`config.mk`:
```
export PLATFORM = sky130hd
export DESIGN_NAME = i2c_reg_if
export DESIGN_NICKNAME = d
export VERILOG_FILES = /design/src/rtl/i2c_reg_if.sv
export SDC_FILE = /design/constraint.sdc
export NUM_CORES = 1
export LEC_CHECK = 0
export ABC_AREA = 1
export BUFFER_PORTS_ARGS = -buffer_cell sky130_fd_sc_hd__buf_2
export CAP_MARGIN = 20
export CORE_ASPECT_RATIO = 1.75
export CORE_UTILIZATION = 47
export DETAILED_ROUTE_END_ITERATION = 10
export PLACE_DENSITY = 0.77
export RECOVER_POWER = 100
export SLEW_MARGIN = 20
export SYNTH_ARGS = -nofsm -noshare
export SYNTH_HDL_FRONTEND = slang
export SYNTH_SLANG_ARGS = --single-unit
```
`constraint.sdc`:
```
create_clock -name I_CLK -period 0.95 [get_ports I_CLK]
set_input_delay 0.1425 -clock I_CLK [delete_from_list [all_inputs] [get_ports I_CLK]]
set_output_delay 0.1425 -clock I_CLK [all_outputs]
set_load 0.02 [all_outputs]
```
`src/rtl/i2c_reg_if.sv`:
```
// i2c_reg_if: host-side register file and control stage for the I2C master core.
// Decodes a single-cycle host bus, holds ADR/FDR/CR/DR/DFSRR, merges the core's
// synchronised status into SR (sticky MIF/MAL) and strobes TXRX_DONE after DR access.
// Optional feature: define I2C_REG_IRQ_EN to drive O_IRQ = MIF & CR.MIEN (registered);
// otherwise O_IRQ is tied low while MIEN is still stored and readable.
module i2c_reg_if #(
    parameter logic [7:0] DFSRR_RST = 8'h10,
    parameter logic [7:0] FDR_RST   = 8'h00
) (
    input  logic       I_CLK,
    input  logic       I_RSTN,
    input  logic       I_BUS_SEL,
    input  logic       I_BUS_WR,
    input  logic [2:0] I_BUS_ADDR,
    input  logic [7:0] I_BUS_WDATA,
    output logic [7:0] O_BUS_RDATA,
    output logic       O_BUS_ACK,
    output logic [7:0] O_I2CADR,
    output logic [7:0] O_I2CFDR,
    output logic [7:0] O_I2CCR,
    output logic [7:0] O_I2CDR,
    output logic [7:0] O_I2CDFSRR,
    input  logic [7:0] I_I2CSR,
    output logic       O_TXRX_DONE,
    output logic       O_IRQ
);

    // Register indexes
    localparam logic [2:0] A_ADR   = 3'd0;
    localparam logic [2:0] A_FDR   = 3'd1;
    localparam logic [2:0] A_CR    = 3'd2;
    localparam logic [2:0] A_SR    = 3'd3;
    localparam logic [2:0] A_DR    = 3'd4;
    localparam logic [2:0] A_DFSRR = 3'd5;

    // CR bit positions
    localparam int unsigned CR_MEN  = 7;
    localparam int unsigned CR_MIEN = 6;
    localparam int unsigned CR_RSTA = 2;

    // Synchronised status: {MCF, MBB, MAL, RXAK}
    localparam int unsigned S_MCF  = 3;
    localparam int unsigned S_MBB  = 2;
    localparam int unsigned S_MAL  = 1;
    localparam int unsigned S_RXAK = 0;

    logic [7:0] adr_q,   adr_d;
    logic [7:0] fdr_q,   fdr_d;
    logic [7:0] cr_q,    cr_d;
    logic [7:0] dr_q,    dr_d;
    logic [7:0] dfsrr_q, dfsrr_d;
    logic       mif_q,   mif_d;
    logic       mal_q,   mal_d;
    logic [7:0] rdata_q, rdata_d;
    logic       ack_q,   ack_d;
    logic       done_q,  done_d;
    logic [1:0] pend_q,  pend_d;

    logic [3:0] sync1_q, sync2_q;
    logic       mcf_prev_q;

    logic       wr_en, rd_en;
    logic       mcf_rise;
    logic       men_fall;
    logic       dr_access;
    logic [7:0] sr_val;
    logic [7:0] rd_val;

    // Status bits the register interface never looks at
    logic       unused_sr_bits;
    assign unused_sr_bits = ^{I_I2CSR[6], I_I2CSR[3:1]};

    // Two-flop synchroniser on the status bits that feed SR, plus MCF edge history
    always_ff @(posedge I_CLK or negedge I_RSTN) begin
        if (!I_RSTN) begin
            sync1_q    <= '0;
            sync2_q    <= '0;
            mcf_prev_q <= 1'b0;
        end else begin
            sync1_q    <= {I_I2CSR[7], I_I2CSR[5], I_I2CSR[4], I_I2CSR[0]};
            sync2_q    <= sync1_q;
            mcf_prev_q <= sync2_q[S_MCF];
        end
    end

    // Host-visible status and read-data mux
    always_comb begin
        sr_val = {sync2_q[S_MCF], 1'b0, sync2_q[S_MBB], mal_q,
                  2'b00, mif_q, sync2_q[S_RXAK]};
        rd_val = '0;
        unique case (I_BUS_ADDR)
            A_ADR:   rd_val = adr_q;
            A_FDR:   rd_val = fdr_q;
            A_CR:    rd_val = cr_q & 8'hFB;
            A_SR:    rd_val = sr_val;
            A_DR:    rd_val = dr_q;
            A_DFSRR: rd_val = dfsrr_q;
            default: rd_val = '0;
        endcase
    end

    // Next-state logic for registers, sticky flags and the TXRX_DONE scheduler
    always_comb begin
        adr_d   = adr_q;
        fdr_d   = fdr_q;
        cr_d    = cr_q;
        dr_d    = dr_q;
        dfsrr_d = dfsrr_q;
        mif_d   = mif_q;
        mal_d   = mal_q;
        rdata_d = rdata_q;
        ack_d   = I_BUS_SEL;
        pend_d  = pend_q;

        wr_en     = I_BUS_SEL &  I_BUS_WR;
        rd_en     = I_BUS_SEL & ~I_BUS_WR;
        mcf_rise  = sync2_q[S_MCF] & ~mcf_prev_q;
        men_fall  = wr_en && (I_BUS_ADDR == A_CR) && cr_q[CR_MEN] && !I_BUS_WDATA[CR_MEN];
        dr_access = I_BUS_SEL && (I_BUS_ADDR == A_DR) && cr_q[CR_MEN];

        // RSTA lives for one cycle only
        cr_d[CR_RSTA] = 1'b0;

        if (rd_en) begin
            rdata_d = rd_val;
        end

        if (wr_en) begin
            unique case (I_BUS_ADDR)
                A_ADR:   adr_d   = I_BUS_WDATA;
                A_FDR:   fdr_d   = I_BUS_WDATA;
                A_CR:    cr_d    = I_BUS_WDATA & 8'hFD;
                A_SR: begin
                    if (!I_BUS_WDATA[1]) mif_d = 1'b0;
                    if (!I_BUS_WDATA[4]) mal_d = 1'b0;
                end
                A_DR:    dr_d    = I_BUS_WDATA;
                A_DFSRR: dfsrr_d = I_BUS_WDATA;
                default: ;
            endcase
        end

        // Status events are applied after host clears so a same-cycle set wins
        if (mcf_rise)       mif_d = 1'b1;
        if (sync2_q[S_MAL]) mal_d = 1'b1;

        // Strobes are spaced by at least one low cycle; extra requests queue up
        done_d = (pend_q != 2'd0) && !done_q;
        unique case ({dr_access, done_d})
            2'b10:   if (pend_q != 2'd3) pend_d = pend_q + 2'd1;
            2'b01:   pend_d = pend_q - 2'd1;
            default: pend_d = pend_q;
        endcase

        // Disabling the core flushes flags and any queued strobe
        if (men_fall) begin
            mif_d  = 1'b0;
            mal_d  = 1'b0;
            pend_d = '0;
            done_d = 1'b0;
        end
    end

    // Register file, bus response and strobe state
    always_ff @(posedge I_CLK or negedge I_RSTN) begin
        if (!I_RSTN) begin
            adr_q   <= '0;
            fdr_q   <= FDR_RST;
            cr_q    <= '0;
            dr_q    <= '0;
            dfsrr_q <= DFSRR_RST;
            mif_q   <= 1'b0;
            mal_q   <= 1'b0;
            rdata_q <= '0;
            ack_q   <= 1'b0;
            done_q  <= 1'b0;
            pend_q  <= '0;
        end else begin
            adr_q   <= adr_d;
            fdr_q   <= fdr_d;
            cr_q    <= cr_d;
            dr_q    <= dr_d;
            dfsrr_q <= dfsrr_d;
            mif_q   <= mif_d;
            mal_q   <= mal_d;
            rdata_q <= rdata_d;
            ack_q   <= ack_d;
            done_q  <= done_d;
            pend_q  <= pend_d;
        end
    end

`ifdef I2C_REG_IRQ_EN
    logic irq_q;

    // Interrupt request follows MIF gated by MIEN, one cycle later
    always_ff @(posedge I_CLK or negedge I_RSTN) begin
        if (!I_RSTN) begin
            irq_q <= 1'b0;
        end else begin
            irq_q <= mif_q & cr_q[CR_MIEN];
        end
    end

    assign O_IRQ = irq_q;
`else
    assign O_IRQ = 1'b0;
`endif

    assign O_BUS_RDATA = rdata_q;
    assign O_BUS_ACK   = ack_q;
    assign O_I2CADR    = adr_q;
    assign O_I2CFDR    = fdr_q;
    assign O_I2CCR     = cr_q;
    assign O_I2CDR     = dr_q;
    assign O_I2CDFSRR  = dfsrr_q;
    assign O_TXRX_DONE = done_q;

endmodule

```
### Word level (Yosys, flattened, before mapping)

Cells that the tools add are included.

| storage, ports and cells | value |
|---|---|
| bits of input ports | 23 |
| latch bits | 0 |
| bits in read-only memories | 0 |
| memories | 0 |
| output and inout bits | 51 |
| bits in registers | 62 |
| RAM bits | 0 |

| operators by class | value |
|---|---|
| magnitude comparators | 0 |
| $add $sub $neg | 2 |
| div/mod/pow operators | 0 |
| equality and inequality tests | 11 |
| reduce and logical (&&, ||, !) cells | 23 |
| multiply operators | 0 |
| multiplexer cells | 17 |
| bitwise gates (word level) | 5 |
| shifts and indexed selects | 0 |

Operators by type and width:

| kind | count |
|---|---|
| $pmux W8 S6 | 1 |
| $reduce_bool A3 Y1 | 5 |
| $reduce_and A2 Y1 | 6 |
| $mux W1 | 11 |
| $eq A3 B2 Y1 const B | 2 |
| $eq A3 B3 Y1 const B | 2 |
| $logic_and A1 B1 Y1 | 6 |
| $mux W3 | 2 |
| $ne A3 B1 Y1 const B | 2 |
| $reduce_and A3 Y1 | 2 |
| $mux W2 | 2 |
| $pmux W2 S2 | 1 |
| $and A1 B1 Y1 | 3 |
| $eq A3 B1 Y1 const B | 1 |
| $logic_not A3 Y1 | 1 |
| $ne A3 B3 Y1 const B | 1 |
| $add A2 B1 Y2 const B | 1 |
| $eq A2 B1 Y1 const B | 1 |
| $eq A2 B2 Y1 const B | 1 |
| $logic_not A1 Y1 | 2 |
| $ne A2 B2 Y1 const B | 1 |
| $not A1 Y1 | 2 |
| $reduce_bool A2 Y1 | 1 |
| $sub A2 B1 Y2 const B | 1 |

### Logic depth before layout (Yosys ltp)

| depth | value |
|---|---|
| depth in word-level cells | 6 |
| gate-level depth with buffers | 10 |
| gate-level depth less buffers | 9 |

### Worst setup path before layout

No wires, ideal clock.

| timing | value |
|---|---|
| path kind | reg-to-reg |
| start point | reg cr_q[7] (netlist: O_I2CCR[7]) |
| end point | reg pend_q[1] |
| period minus slack after synthesis | 1112 ps |
| arrival time | 994 ps |
| required time | 832 ps |
| path buffers | 0 |
| setup slack | -162 ps |
| stages on the path, launching flop included | 8 |
| path through | dfrtp_1 nand2_1 inv_1 nand3_1 nand2_1 nand2_1 nand3_1 nand2_1 |

| between the ends | value |
|---|---|
| word-level cells in the longest chain between the ends | 4 |

Ends and longest elaborated chain:

| item | RTL line | source |
|---|---|---|
| start, declared | 49 | `logic [7:0] cr_q, cr_d;` |
| start signal, assigned | 181 | `cr_q <= cr_d;` |
| $logic_and A1 B1 Y1 (on tied branches) | 119, 118 |  |
| $eq A2 B1 Y1, or another cell as far along | 149 | `unique case ({dr_access, done_d})` |
| $pmux W2 S2, or another cell as far along | 149 |  |
| $mux W2 / $reduce_and A2 Y1 (equally long branches) | -- |  |
| end signal, assigned | 189 | `pend_q <= pend_d;` |
| end, declared | 57 | `logic [1:0] pend_q, pend_d;` |

Parallel ways exist; a longest one is shown, timed or not.
A chain may end at the register's enable or synchronous reset.

### Final worst setup path

| timing | value |
|---|---|
| start point | reg dr_q[3] (netlist: O_I2CDR[3]) |
| end point | out O_I2CDR[3] |

RTL lines:

| item | RTL line | source |
|---|---|---|
| start, declared | 50 | `logic [7:0] dr_q, dr_d;` |
| start signal, assigned | 182 | `dr_q <= dr_d;` |
| end, declared | 21 | `output logic [7:0] O_I2CDR,` |

No word-level cell between the ends.

==> summary.md <==
| Metric | Value |
|---|---|
| CTS tree | yes |
| Finish-stage setup viols | 70 |
| RSZ-0062 raised after global routing | true |
| Routed vias | 3005 |
| Num CTS Buffers | 9 |
| CTS Buffer Depth | 2 |
| Post-place setup slack | -0.332 ns |
| Setup ws final | -0.234 ns |
| Power Dens Cells | 2250 nW/um^2 |
| Root buf cell | clkbuf_8 |
| Yosys synthesis warning count | 0 |
| First-pass GRT wire length | around 14 mm |
| Clock net sink count | 62 |
| Layout Nets | about 500 |
| Post-route antenna net violation count | 0 |
| Worst-path fanout max | 2 |
| Starting Density | approximately half |
| Hold Fails Final Rpt | 0 |
| DR iter-0 viols | around 170 |
| CP Launch Type | register |
| Inserted Diodes | 0 |
| Clk pin slew, worst setup/hold paths | around 0.070 ns |
| Critical Path RT | 0.81 ns |
| Final hold slack | between 0.04 and 0.05 ns |
| Worst EP arrival | 1.04 ns |
| Yosys reg bits | 62 |
| DRT Pass-1 Iters | 5 |
| Non-filler cells, final | 558 |
| Grt ovf | 0 |
| Most frequent cell after synthesis | nand2_1 |
| Wirelength per Cell | between 15 and 20 um |
| Slew @ Worst Pin | ~0.55 ns |
| Placed cell count | 489 |
| Post-synthesis async set-or-reset flop share | 100% |
| Achievable Freq | around 840 MHz |
| Row Count | 36 |
| Total GRT Usage | about a third |
| Port Buffers | between 60 and 70 |
| Seq/Total Area, Yosys | 55.6% |
| Final wirelength | between 9 and 10 mm |
| Area Growth Syn to Fin | 60.6% |
| Setup TNS | -6.38 ns |
| Final HPWL DP | 5.33 mm |
| Clock Skew | roughly 0.012 ns |
| Avg Vias per Cell | 5.39 |
| Slew HR | a little over three fifths |
| R2R setup slack | -0.18 ns |
| GPL Wtd Cong | roughly 0.83 |
| Antenna violations before repair | 0 |
| Count of pins over their slew limit | 0 |
| Vias in the first global route | 3048 |
| Layout cell share with drive strength beyond 1 | around 45% |
| Die height | between 100 and 150 um |
| Hold Crit Class | primary input to register |
| H-tree depth | 3 |
| Leak | roughly 2.4 nW |
| Overall Power | a little over 10 mW |
| Design area | 4480 sq um |
| Peak VDD IR | ~1400 uV |
| Final worst path period share | 125% |
| Netlist cell types | 25 |
| Path type of the worst setup path | register to primary output |
| DRC viols | 0 |
| DIE AREA | between 6000 and 7000 sq um |
| Area leader, netlist | dfrtp_1 |
| CP Capture Type | primary output |
| Placed instance area | between 3000 and 4000 sq um |
| Area contributors post-synth | dfrtp_1, nand2_1, o21ai_0 |
| Failing checks | negative setup slack |
| Core Region | 5630 sq um |
| Cell count after synthesis | between 300 and 400 |
| MaxCap Viol Count | 0 |
| Largest net degree at the start of global routing | between 60 and 70 |
| Synth top area share | approximately 55% |
| Synthesized cell area | between 2000 and 3000 sq um |
| EDFF count, synth | 0 |
| Layout fillers | ~360 |
| Clk_lat worst skew | about 0.35 ns |
| Minimum clock period | ~1.2 ns |
| Status | finished with violations |
| Avg Cell Area, Syn | slightly below 9 sq um |
| Synth cell count leaders | nand2_1, dfrtp_1, o21ai_0 |
| Die width | ~60 um |
| Final Util | 79.6% |
| IO Pins | 74 |
| Top_reg_cell synth | dfrtp_1 |
## logic make-up (layout without fill, tap and decap cells)
| logic type | Yosys count | count (layout) | synth area share (%) |
|---|---|---|---|
| AND/OR/NAND/NOR | 158 | 158 | 25.2 |
| flip-flops | 62 | 62 | 55.6 |
| AO/OA/AOI/OAI | 53 | 53 | 10.6 |
| buffers and inverters | 49 | 207 | 8.47 |
| other | 1 | 2 | 0.134 |
## state kept, by name, summed over array words and instances, names as in the netlist, 2 cells and up
signal	flops
O_BUS_RDATA	8
O_I2CADR	8
O_I2CDFSRR	8
O_I2CDR	8
O_I2CFDR	8
O_I2CCR	7
sync1_q	4
sync2_q	4
pend_q	2
## worst max-delay path, stage by stage, from the launching register on
cell and delay [ns]:
dfrtp_1 0.43, buf_6 0.14, buf_6 0.12
## final timing paths
| kind | from | to | cells after the start |
|---|---|---|---|
| worst max register to register | O_I2CDR[3] | O_BUS_RDATA[3] | 7 |
| worst max-delay path | O_I2CDR[3] | O_I2CDR[3] | 2 |
| worst min-delay path | I_BUS_WDATA[0] | O_I2CDFSRR[0] | 3 |
| min in group asynchronous | I_RSTN | O_I2CCR[3] | 3 |
| max in group asynchronous | I_RSTN | O_TXRX_DONE | 3 |
| worst min register to register | sync1_q[1] | sync2_q[1] | 0 |
## timing repair
| action | 4_1_cts | 5_1_grt |
|---|---|---|
| pin swaps | 6 | 28 |
| hold endpoints to repair | 65 | 0 |
| hold buffers | 5 | 0 |
| setup buffers | 38 | 13 |
| cloned | 0 | 0 |
| endpoints found under the setup margin | 54 | 74 |
| resized for setup | 107 | 44 |
## report_power, final
part           switching, mW  leakage, nW  internal, mW
Sequential             0.483        0.757          3.14
Clock                  0.978       0.0956          1.33
Combinational           1.99         1.51          2.17
## final cells by class
| class | instances | area, sq um | area share, % |
|---|---|---|---|
| Tap cell | 76 | 95.1 | 2.12 |
| Clock inverter | 1 | 30.0 | 0.670 |
| Multi-Input combinational cell | 213 | 1130 | 25.2 |
| Clock buffer | 13 | 159 | 3.55 |
| Inverter | 38 | 143 | 3.18 |
| Sequential cell | 62 | 1560 | 34.7 |
| Timing Repair Buffer | 155 | 1370 | 30.6 |
## routing by layer
metal,track usage (%),vias up,part of all wire (%)
met5,0,-,0
met4,20.1,0,5.7
met3,6.09,51,5.8
met2,49.9,157,53
met1,37.0,1458,35
li1,-,1339,-
## placed cells by master (no fill, tap or decap), drive strengths merged
master       count
inv             38
o21ai           45
buf            147
clkbuf          16
nand4            6
nand3b           1
nand3           15
dfstp            1
a21oi            8
nor3             2
bufinv           1
nor2            34
conb             2
dfrtp           61
nand2          100
dlygate4sd3      5
No activity file was read; power rests on OpenSTA's default activity.
